## src/rtl/alu_operand_loader.sv

```systemverilog
// alu_operand_loader: frames a byte stream into one {opcode, A, B} command
// for the 16-bit ALU. Header byte 0xA<op>, then A lo/hi, then B lo/hi.
// Opcodes 2,3,B,C,E,F are single-operand: their frames stop after A and B
// is issued as zero. A partial frame that stalls for TIMEOUT_CYCLES cycles
// is dropped.
module alu_operand_loader #(
    parameter int TIMEOUT_CYCLES = 255
) (
    input  logic        clk,
    input  logic        rst_n,
    input  logic [7:0]  in_byte,
    input  logic        in_valid,
    output logic        in_ready,
    output logic [3:0]  cmd_op,
    output logic [15:0] cmd_a,
    output logic [15:0] cmd_b,
    output logic        cmd_valid,
    input  logic        cmd_ready,
    output logic        err_sync,
    output logic        err_timeout,
    output logic [7:0]  frame_count
);

    typedef enum logic [2:0] {
        S_HDR,
        S_A_LO,
        S_A_HI,
        S_B_LO,
        S_B_HI,
        S_ISSUE
    } state_t;

    // The counter value at which one more stalled cycle aborts the frame.
    localparam logic [15:0] STALL_LAST = 16'(TIMEOUT_CYCLES - 1);

    state_t      r_state;
    logic [15:0] r_stall;
    logic [3:0]  r_cmd_op;
    logic [15:0] r_cmd_a;
    logic [15:0] r_cmd_b;
    logic        r_cmd_valid;
    logic        r_err_sync;
    logic        r_err_timeout;
    logic [7:0]  r_frame_count;

    logic        w_xfer;
    logic        w_short;

    // The loader takes bytes everywhere except while a command waits in ISSUE.
    assign in_ready = (r_state != S_ISSUE);
    assign w_xfer   = in_valid & in_ready;

    // Single-operand opcodes end their frame after the A bytes.
    always_comb begin
        w_short = 1'b0;
        case (r_cmd_op)
            4'h2, 4'h3, 4'hB, 4'hC, 4'hE, 4'hF: w_short = 1'b1;
            default:                            w_short = 1'b0;
        endcase
    end

    // Frame-parsing FSM with stall timeout, command issue and counting.
    always_ff @(posedge clk or negedge rst_n) begin
        if (!rst_n) begin
            r_state       <= S_HDR;
            r_stall       <= '0;
            r_cmd_op      <= '0;
            r_cmd_a       <= '0;
            r_cmd_b       <= '0;
            r_cmd_valid   <= 1'b0;
            r_err_sync    <= 1'b0;
            r_err_timeout <= 1'b0;
            r_frame_count <= '0;
        end else begin
            r_err_sync    <= 1'b0;
            r_err_timeout <= 1'b0;
            case (r_state)
                S_HDR: begin
                    r_stall <= '0;
                    if (w_xfer) begin
                        if (in_byte[7:4] == 4'hA) begin
                            r_cmd_op <= in_byte[3:0];
                            r_state  <= S_A_LO;
                        end else begin
                            r_err_sync <= 1'b1;
                        end
                    end
                end
                S_A_LO, S_A_HI, S_B_LO, S_B_HI: begin
                    // A byte arriving on the would-be timeout cycle still wins.
                    if (w_xfer) begin
                        r_stall <= '0;
                        case (r_state)
                            S_A_LO: begin
                                r_cmd_a[7:0] <= in_byte;
                                r_state      <= S_A_HI;
                            end
                            S_A_HI: begin
                                r_cmd_a[15:8] <= in_byte;
                                if (w_short) begin
                                    r_cmd_b     <= '0;
                                    r_cmd_valid <= 1'b1;
                                    r_state     <= S_ISSUE;
                                end else begin
                                    r_state <= S_B_LO;
                                end
                            end
                            S_B_LO: begin
                                r_cmd_b[7:0] <= in_byte;
                                r_state      <= S_B_HI;
                            end
                            default: begin
                                r_cmd_b[15:8] <= in_byte;
                                r_cmd_valid   <= 1'b1;
                                r_state       <= S_ISSUE;
                            end
                        endcase
                    end else if (r_stall == STALL_LAST) begin
                        r_stall       <= '0;
                        r_err_timeout <= 1'b1;
                        r_state       <= S_HDR;
                    end else begin
                        r_stall <= r_stall + 16'd1;
                    end
                end
                S_ISSUE: begin
                    // No timeout here: the ALU may hold off as long as it likes.
                    if (cmd_ready) begin
                        r_cmd_valid   <= 1'b0;
                        r_frame_count <= r_frame_count + 8'd1;
                        r_state       <= S_HDR;
                    end
                end
                default: begin
                    r_cmd_valid <= 1'b0;
                    r_state     <= S_HDR;
                end
            endcase
        end
    end

    assign cmd_op      = r_cmd_op;
    assign cmd_a       = r_cmd_a;
    assign cmd_b       = r_cmd_b;
    assign cmd_valid   = r_cmd_valid;
    assign err_sync    = r_err_sync;
    assign err_timeout = r_err_timeout;
    assign frame_count = r_frame_count;

endmodule

```

## config.mk

```make
export PLATFORM = sky130hd
export DESIGN_NAME = alu_operand_loader
export DESIGN_NICKNAME = d
export VERILOG_FILES = /design/src/rtl/alu_operand_loader.sv
export SDC_FILE = /design/constraint.sdc
export NUM_CORES = 1
export LEC_CHECK = 0
export ABC_AREA = 0
export CORE_MARGIN = 8
export CORE_UTILIZATION = 37
export CTS_CLUSTER_DIAMETER = 40
export DETAILED_ROUTE_END_ITERATION = 6
export PLACE_DENSITY_LB_ADDON = 0.2
export RECOVER_POWER = 50
export SYNTH_ARGS = -nofsm -noshare
export SYNTH_HDL_FRONTEND = slang
export SYNTH_SLANG_ARGS = --single-unit
```

## constraint.sdc

```tcl
create_clock -name clk -period 1.88 [get_ports clk]
set_input_delay 0.188 -clock clk [delete_from_list [all_inputs] [get_ports clk]]
set_output_delay 0.188 -clock clk [all_outputs]
set_load 0.005 [all_outputs]
```

==> results.py, run 1 <==
metrics = {
    "status": {
        "status": "finished, violations left",
        "violations": "setup timing",
    },
    "logic_synthesis": {
        "synth.distinct_cells": 52,
        "synth-main-ff-cell": "dfrtp_1",
        "synth_edf_count": 0,
        "synthMostInstantiatedCell": "dfrtp_1",
        "ys_top_cells_by_area": "dfrtp_1 (53%), mux2_2 (7.6%), a22o_1 (3.1%)",
        "async_reset_ff_frac": 1.00,
        "netlist_instances": 274,
        "netlist_area_um2": 3120,
        "ys_warn_count": 0,
        "avgSynthCellArea_um2": 11.4,
        "ys_top_cells_by_count": "dfrtp_1 (66), mux2_2 (21), nand2_1 (15)",
        "ys_seq_elements": 66,
        "synth_top_area_cell": "dfrtp_1",
        "seq_area_frac_synth": 0.529,
        "synth_fp_nets": 289,
        "synth_top_cell_area_share": 0.529,
    },
    "critical_path": {
        "crit_path_end_kind": "flop",
        "start_kind": "flop",
        "rrSetupSlack_ps": -40,
        "arrival_ps": 2150,
        "reg2reg_from": "r_stall[11]",
        "worstPathMaxFanout": 4,
        "crit_required_ps": 2110,
        "critical_path_class": "reg -> reg",
        "r2r-end": "r_stall[12]",
        "reg2reg_depth": 6,
    },
    "hold_path": {
        "hold-path-cell-count": 1,
        "min_to": "frame_count[7]",
        "min_from": "frame_count[7]",
        "hold_class": "reg -> reg",
    },
    "timing": {
        "hold_violations": 0,
        "drv_slew": 0,
        "tightest_slew_ps": 912,
        "clock_skew_ps": 7.12,
        "slew_headroom": 0.392,
        "rsz0062_at_grt": "true",
        "fmax_mhz": 520,
        "period_share": 1.02,
        "fin_crit_ps": 1920,
        "setup_viol": 10,
        "fin_ws_ps": -43.2,
    },
    "routing": {
        "wl_um": 7820,
        "ant_nets": 0,
        "first_iter_violations": 64,
        "firstDrtPassIters": 4,
        "wl_per_cell_um": 16.3,
        "viasPerCell": 5.24,
        "via_count": 2521,
        "drcViolationCount": 0,
    },
    "job": {
        "drv_cap": 0,
    },
    "place": {
        "dp.cells": 460,
        "hpwl_um": 5400,
        "globalplace.congestion": 0.759,
        "portBuffers": 59,
        "dpl_cell_area_um2": 4070,
        "pre_cts_slack_ps": -288,
    },
    "power_and_ir_drop": {
        "p_total_mw": 4.61,
        "p_leak_nw": 1.92,
        "powerDensity_nw_per_um2": 1070,
        "ir_worst_vdd_mv": 0.693,
    },
    "layout": {
        "final_area_um2": 4310,
        "seq_area_um2": 1650,
        "fin_nets": 387,
        "fin_util": 0.524,
        "nFillCells": 725,
        "syn2layout_area_growth_pct": 37.9,
        "num_antenna_cells": 0,
        "fin_cells": 481,
        "multi_input_area_um2": 1340,
        "drive_above_1_share": 0.226,
    },
    "cts": {
        "clkLatencyLatePin_ps": 340,
        "cts-buffers-inserted": 9,
        "htree_levels": 3,
        "clockBufferDepth": 2,
        "clock-sinks": 66,
        "cts-root-buf": "clkbuf_8",
        "tritoncts": "yes",
        "path_clk_slew_ps": 70,
    },
    "global_routing": {
        "grt_pass1_vias": 2677,
        "gr-max-usage-layer": "met2",
        "grt_overflow_total": 0,
        "grt_start_max_net_pins": 67,
        "grtUsageTotal": 0.142,
        "met3_usage": 0.0653,
        "grt.met1_usage": 0.169,
        "grt_pass1_wl_um": 13200,
        "antenna_found_initial": 0,
        "met2_usage": 0.223,
    },
    "floorplan": {
        "core_area_um2": 8220,
        "rows": 33,
        "start_util": 0.380,
        "die_x_um": 108,
        "die_h_um": 108,
        "pin_count": 60,
        "die_area_um2": 11600,
    },
}
-- cell usage in the layout (no fill, tap or decap), drive strengths merged, types with 4 or more instances in the layout --
cell type and instances:
inv 12, dlygate4sd3 9, o21ai 14, or3 4, nor2 5, nand4 13, dfrtp 66, nor3 12
nand3 7, o21a 7, clkbuf 15, nand2 15, o311ai 6, xnor2 5, a21o 4, nor4 8
buf 41, a22o 11, nor3b 5, nor2b 5, clkdlybuf4s50 50, mux2 21
-- critical path, stage by stage (launching register included) --
cell and delay (ps):
dfrtp_1 380, or4_4 560, nor4_4 320, buf_4 180, buf_4 130, nor4_1 50
o22a_1 190
-- power by group --
part	switching, mW	internal (mW)
logic	0.499	0.944
registers	0.222	1.79
clock network	0.517	0.638
-- metal layers --
metal / up-vias / wire, µm / part of all wire
met3: 11 / 584 / 0.075
met2: 61 / 3650 / 0.47
met1: 1236 / 3490 / 0.45
li1: 1213 / - / -
met4: 0 / 91 / 0.012
met5: - / 0 / 0
-- through the flow --
stage          hold WS [ps]  TNS (ps)
2_1_floorplan          -108     -8.47
3_3_place_gp            237      -980
3_5_place_dp            237     -1300
4_1_cts                 406      -283
5_1_grt                 499     -1230
6_report                475      -267
-- cell type report --
cell class,instances,share of cell area
flip-flops and latches,66,0.384
clock buffers,12,0.0337
clock inverters,3,0.00930
repair buffers,103,0.221
well taps,105,0.0305
multi-input cells,180,0.312
inverters,12,0.0105
-- what timing repair did --
| action | in CTS | in global routing |
|---|---|---|
| buffers inserted | 2 | 1 |
| pin swaps | 1 | 0 |
| endpoints found under the setup margin | 14 | 18 |
| cloned | 2 | 0 |
| endpoints found under the hold margin | 66 | 0 |
| gates resized for setup | 6 | 6 |
| hold buffers | 1 | 0 |
-- sequential cells by signal (all words and copies together) (netlist names) --
signal and count:
cmd_a 16, cmd_op 4, r_state 3, cmd_valid 1, cmd_b 16, r_stall 16, frame_count 8, err_sync 1
err_timeout 1
-- cells by family after synthesis --
| family | Yosys count | share of synthesized area |
|---|---|---|
| and+or+nand+nor | 91 | 0.181 |
| DFF | 66 | 0.529 |
| AOI/OAI and AO/OA | 58 | 0.140 |
| buffers and inverters | 28 | 0.0429 |
| muxes | 21 | 0.0757 |
| xor gates and xnor gates | 7 | 0.0196 |
| adders and majority gates | 3 | 0.0120 |
-- worst max-delay path by stage --
stage           startpoint     endpoint  cells after the start
2_1_floorplan  r_stall[12]   r_state[2]                      6
3_3_place_gp    in_byte[7]    cmd_op[1]                      4
4_1_cts        r_stall[11]  r_stall[12]                      6
5_1_grt        r_stall[11]  r_stall[12]                      6
6_report       r_stall[11]  r_stall[12]                      6
3_5_place_dp    in_byte[7]    cmd_op[0]                      4
Note: power is estimated with default switching activity, not from simulation.
==> inputs of run 2 (changes only) <==
--- a/config.mk
+++ b/config.mk
@@ -9,6 +9,7 @@
 export CORE_MARGIN = 8
 export CORE_UTILIZATION = 37
 export CTS_CLUSTER_DIAMETER = 40
+export CTS_CLUSTER_SIZE = 40
 export DETAILED_ROUTE_END_ITERATION = 6
 export PLACE_DENSITY_LB_ADDON = 0.2
 export RECOVER_POWER = 50
==> results of run 2 <==
Same layout as run 1: the final DEF is identical, and so are final timing and power.
==> inputs of run 3 (changes only) <==
--- a/config.mk
+++ b/config.mk
@@ -7,12 +7,12 @@
 export LEC_CHECK = 0
 export ABC_AREA = 0
 export CORE_MARGIN = 8
-export CORE_UTILIZATION = 37
+export CORE_UTILIZATION = 47
 export CTS_CLUSTER_DIAMETER = 40
 export CTS_CLUSTER_SIZE = 40
 export DETAILED_ROUTE_END_ITERATION = 6
 export PLACE_DENSITY_LB_ADDON = 0.2
-export RECOVER_POWER = 50
+export RECOVER_POWER = 100
 export SYNTH_ARGS = -nofsm -noshare
 export SYNTH_HDL_FRONTEND = slang
 export SYNTH_SLANG_ARGS = --single-unit
==> constraint.sdc (replaced) <==
create_clock -name clk -period 1.88 [get_ports clk]
set_input_delay 0.376 -clock clk [delete_from_list [all_inputs] [get_ports clk]]
set_output_delay 0.376 -clock clk [all_outputs]
set_load 0.005 [all_outputs]
==> run 3 against run 2 <==
Against the previous run:
- sequential cell count is the same
- largest cell class unchanged
- the run still ends with setup timing left
- maximum frequency decreased by 2.6%
- worst hold slack lost 170 ps
- critical endpoint is now r_stall[13]
- final cell count fell by 4.2%
- first-iteration DRC count up 47%
- combinational power is 6% lower
- highest routed layer unchanged
==> results.py, run 3 (same netlist as run 1, synthesis figures left out) <==
metrics = {
    "timing": {
        "fin_ws_ps": -95.4,
        "tightest_slew_ps": 1300,
        "drv_slew": 0,
        "fin_crit_ps": 1980,
        "hold_violations": 0,
        "clock_skew_ps": 6.34,
        "period_share": 1.05,
        "hold_ws_ps": 305,
        "setup_viol": 20,
        "slew_headroom": 0.133,
        "fmax_mhz": 506,
        "rsz0062_at_grt": "true",
    },
    "critical_path": {
        "critical_path_class": "reg -> reg",
        "cp_num_buf_inv": 2,
        "cp_top_family": "simple AND/OR/NAND/NOR gates",
        "cp-startpoint": "r_stall[12]",
        "arrival_ps": 2210,
        "r2r-end": "r_stall[13]",
        "crit_path_cell_trace": "or4_4 -> nor4_4 -> buf_4 -> buf_6 -> o31ai_2 -> a22o_1",
        "cp.depth": 6,
        "worstPathMaxFanout": 8,
        "crit_path_end_kind": "flop",
        "start_kind": "flop",
        "reg2reg_from": "r_stall[12]",
        "crit_required_ps": 2110,
        "slowest_stage": "or4_4",
        "cp-endpoint": "r_stall[13]",
        "rrSetupSlack_ps": -100,
        "slowest_delay_ps": 560,
        "reg2reg_depth": 6,
    },
    "routing": {
        "ant_nets": 0,
        "wl_per_cell_um": 17.8,
        "viasPerCell": 5.67,
        "drcViolationCount": 0,
        "firstDrtPassIters": 4,
        "via_count": 2615,
        "wl_um": 8210,
        "first_iter_violations": 94,
    },
    "power_and_ir_drop": {
        "ir_worst_vdd_mv": 0.775,
        "power.internal_mw": 3.67,
        "p_leak_nw": 2.03,
        "combinationalPowerShare": 0.271,
        "powerDensity_nw_per_um2": 1130,
        "p_clk_frac": 0.328,
        "p_sw_mw": 1.30,
        "switching_share": 0.261,
        "power_frac_seq": 0.402,
    },
    "cts": {
        "tritoncts": "yes",
        "clockBufferDepth": 2,
        "htree_levels": 3,
        "clock-sinks": 66,
        "hold_buffers": 0,
        "cts-buffers-inserted": 9,
        "path_clk_slew_ps": 80,
        "cts-root-buf": "clkbuf_8",
        "clkLatencyLatePin_ps": 340,
    },
    "global_routing": {
        "grt_start_max_net_pins": 30,
        "grtUsageTotal": 0.172,
        "grt_overflow_total": 0,
        "grt_pass1_vias": 2790,
        "grt_pass1_wl_um": 13500,
        "antenna_found_initial": 0,
    },
    "status": {
        "status": "finished, violations left",
        "violations": "setup timing",
    },
    "floorplan": {
        "core_area_um2": 6390,
        "pin_count": 60,
        "die_h_um": 97.5,
        "start_util": 0.489,
        "rows": 29,
        "die_area_um2": 9510,
        "die_x_um": 97.5,
    },
    "layout": {
        "num_antenna_cells": 0,
        "fin_util": 0.686,
        "final_common_cell": "dfrtp_1",
        "fin_cells": 461,
        "fin_nets": 394,
        "drive_above_1_share": 0.253,
        "final_cell_mix": "dfrtp_1 (65), dlygate4sd3_1 (48), buf_4 (37)",
        "syn2layout_area_growth_pct": 40.3,
    },
    "place": {
        "hpwl_um": 5550,
        "dp.cells": 438,
        "portBuffers": 59,
        "globalplace.congestion": 0.800,
    },
    "hold_path": {
        "hold_class": "in -> async",
    },
    "job": {
        "drv_cap": 0,
    },
}
## run 3: cell count changes in the layout (fill, tap and decap cells not counted), sizes merged
| cell | previous run | this run |
|---|---|---|
| buf | 41 | 44 |
| bufinv | 1 | 4 |
| clkbuf | 15 | 18 |
| clkdlybuf4s50 | 50 | 9 |
| dlygate4sd2 | 0 | 1 |
| dlygate4sd3 | 9 | 48 |
## run 3: through the flow
step,setup TNS [ps],power (mW),worst slack (ps),area [µm²]
after global placement,-6870,3.50,-391,4070
after detailed placement,-7620,3.53,-452,4070
after floorplan,-8.47,2.53,-8.47,3120
after CTS,-258,5.18,-53.5,4370
after global routing,-3430,5.21,-143,4380
final,-785,4.97,-95.4,4380
## run 3: layout make-up
cell class | count | area, µm²
Clock inverter | 6 | 138
Clock buffer | 10 | 138
Tap cell | 77 | 96.3
Inverter | 12 | 45.0
Sequential cell | 66 | 1650
Multi-Input combinational cell | 180 | 1350
Timing Repair Buffer | 110 | 961
Fill cell | 502 | 2010
## run 3: how the worst min path moves through the flow
stage,from,to,slack [ps]
2_1_floorplan,rst_n,cmd_a[0],80
3_3_place_gp,rst_n,err_timeout,400
3_5_place_dp,rst_n,r_state[0],410
4_1_cts,rst_n,cmd_b[6],40
5_1_grt,rst_n,cmd_b[6],430
6_report,rst_n,frame_count[2],310
## run 3: layer usage
metal	GRT usage	wire length, µm
met2	0.301	4160
met4	0.0676	126
met3	0.0498	374
met5	0	0
met1	0.190	3540
## run 3: repair_timing
action	4_1_cts	5_1_grt
setup endpoints to repair	16	19
setup buffers	1	5
pin swaps	0	0
gates cloned	0	1
resized for setup	5	8
## run 3: power by group through the flow
stage / Sequential (mW) / Clock, mW / Combinational, mW
2_1_floorplan: 2.04 / 0 / 0.492
3_5_place_dp: 2.02 / 0 / 1.50
6_report: 2.00 / 1.63 / 1.35
4_1_cts: 2.01 / 1.65 / 1.52
3_3_place_gp: 2.02 / 0 / 1.48
5_1_grt: 2.04 / 1.70 / 1.47
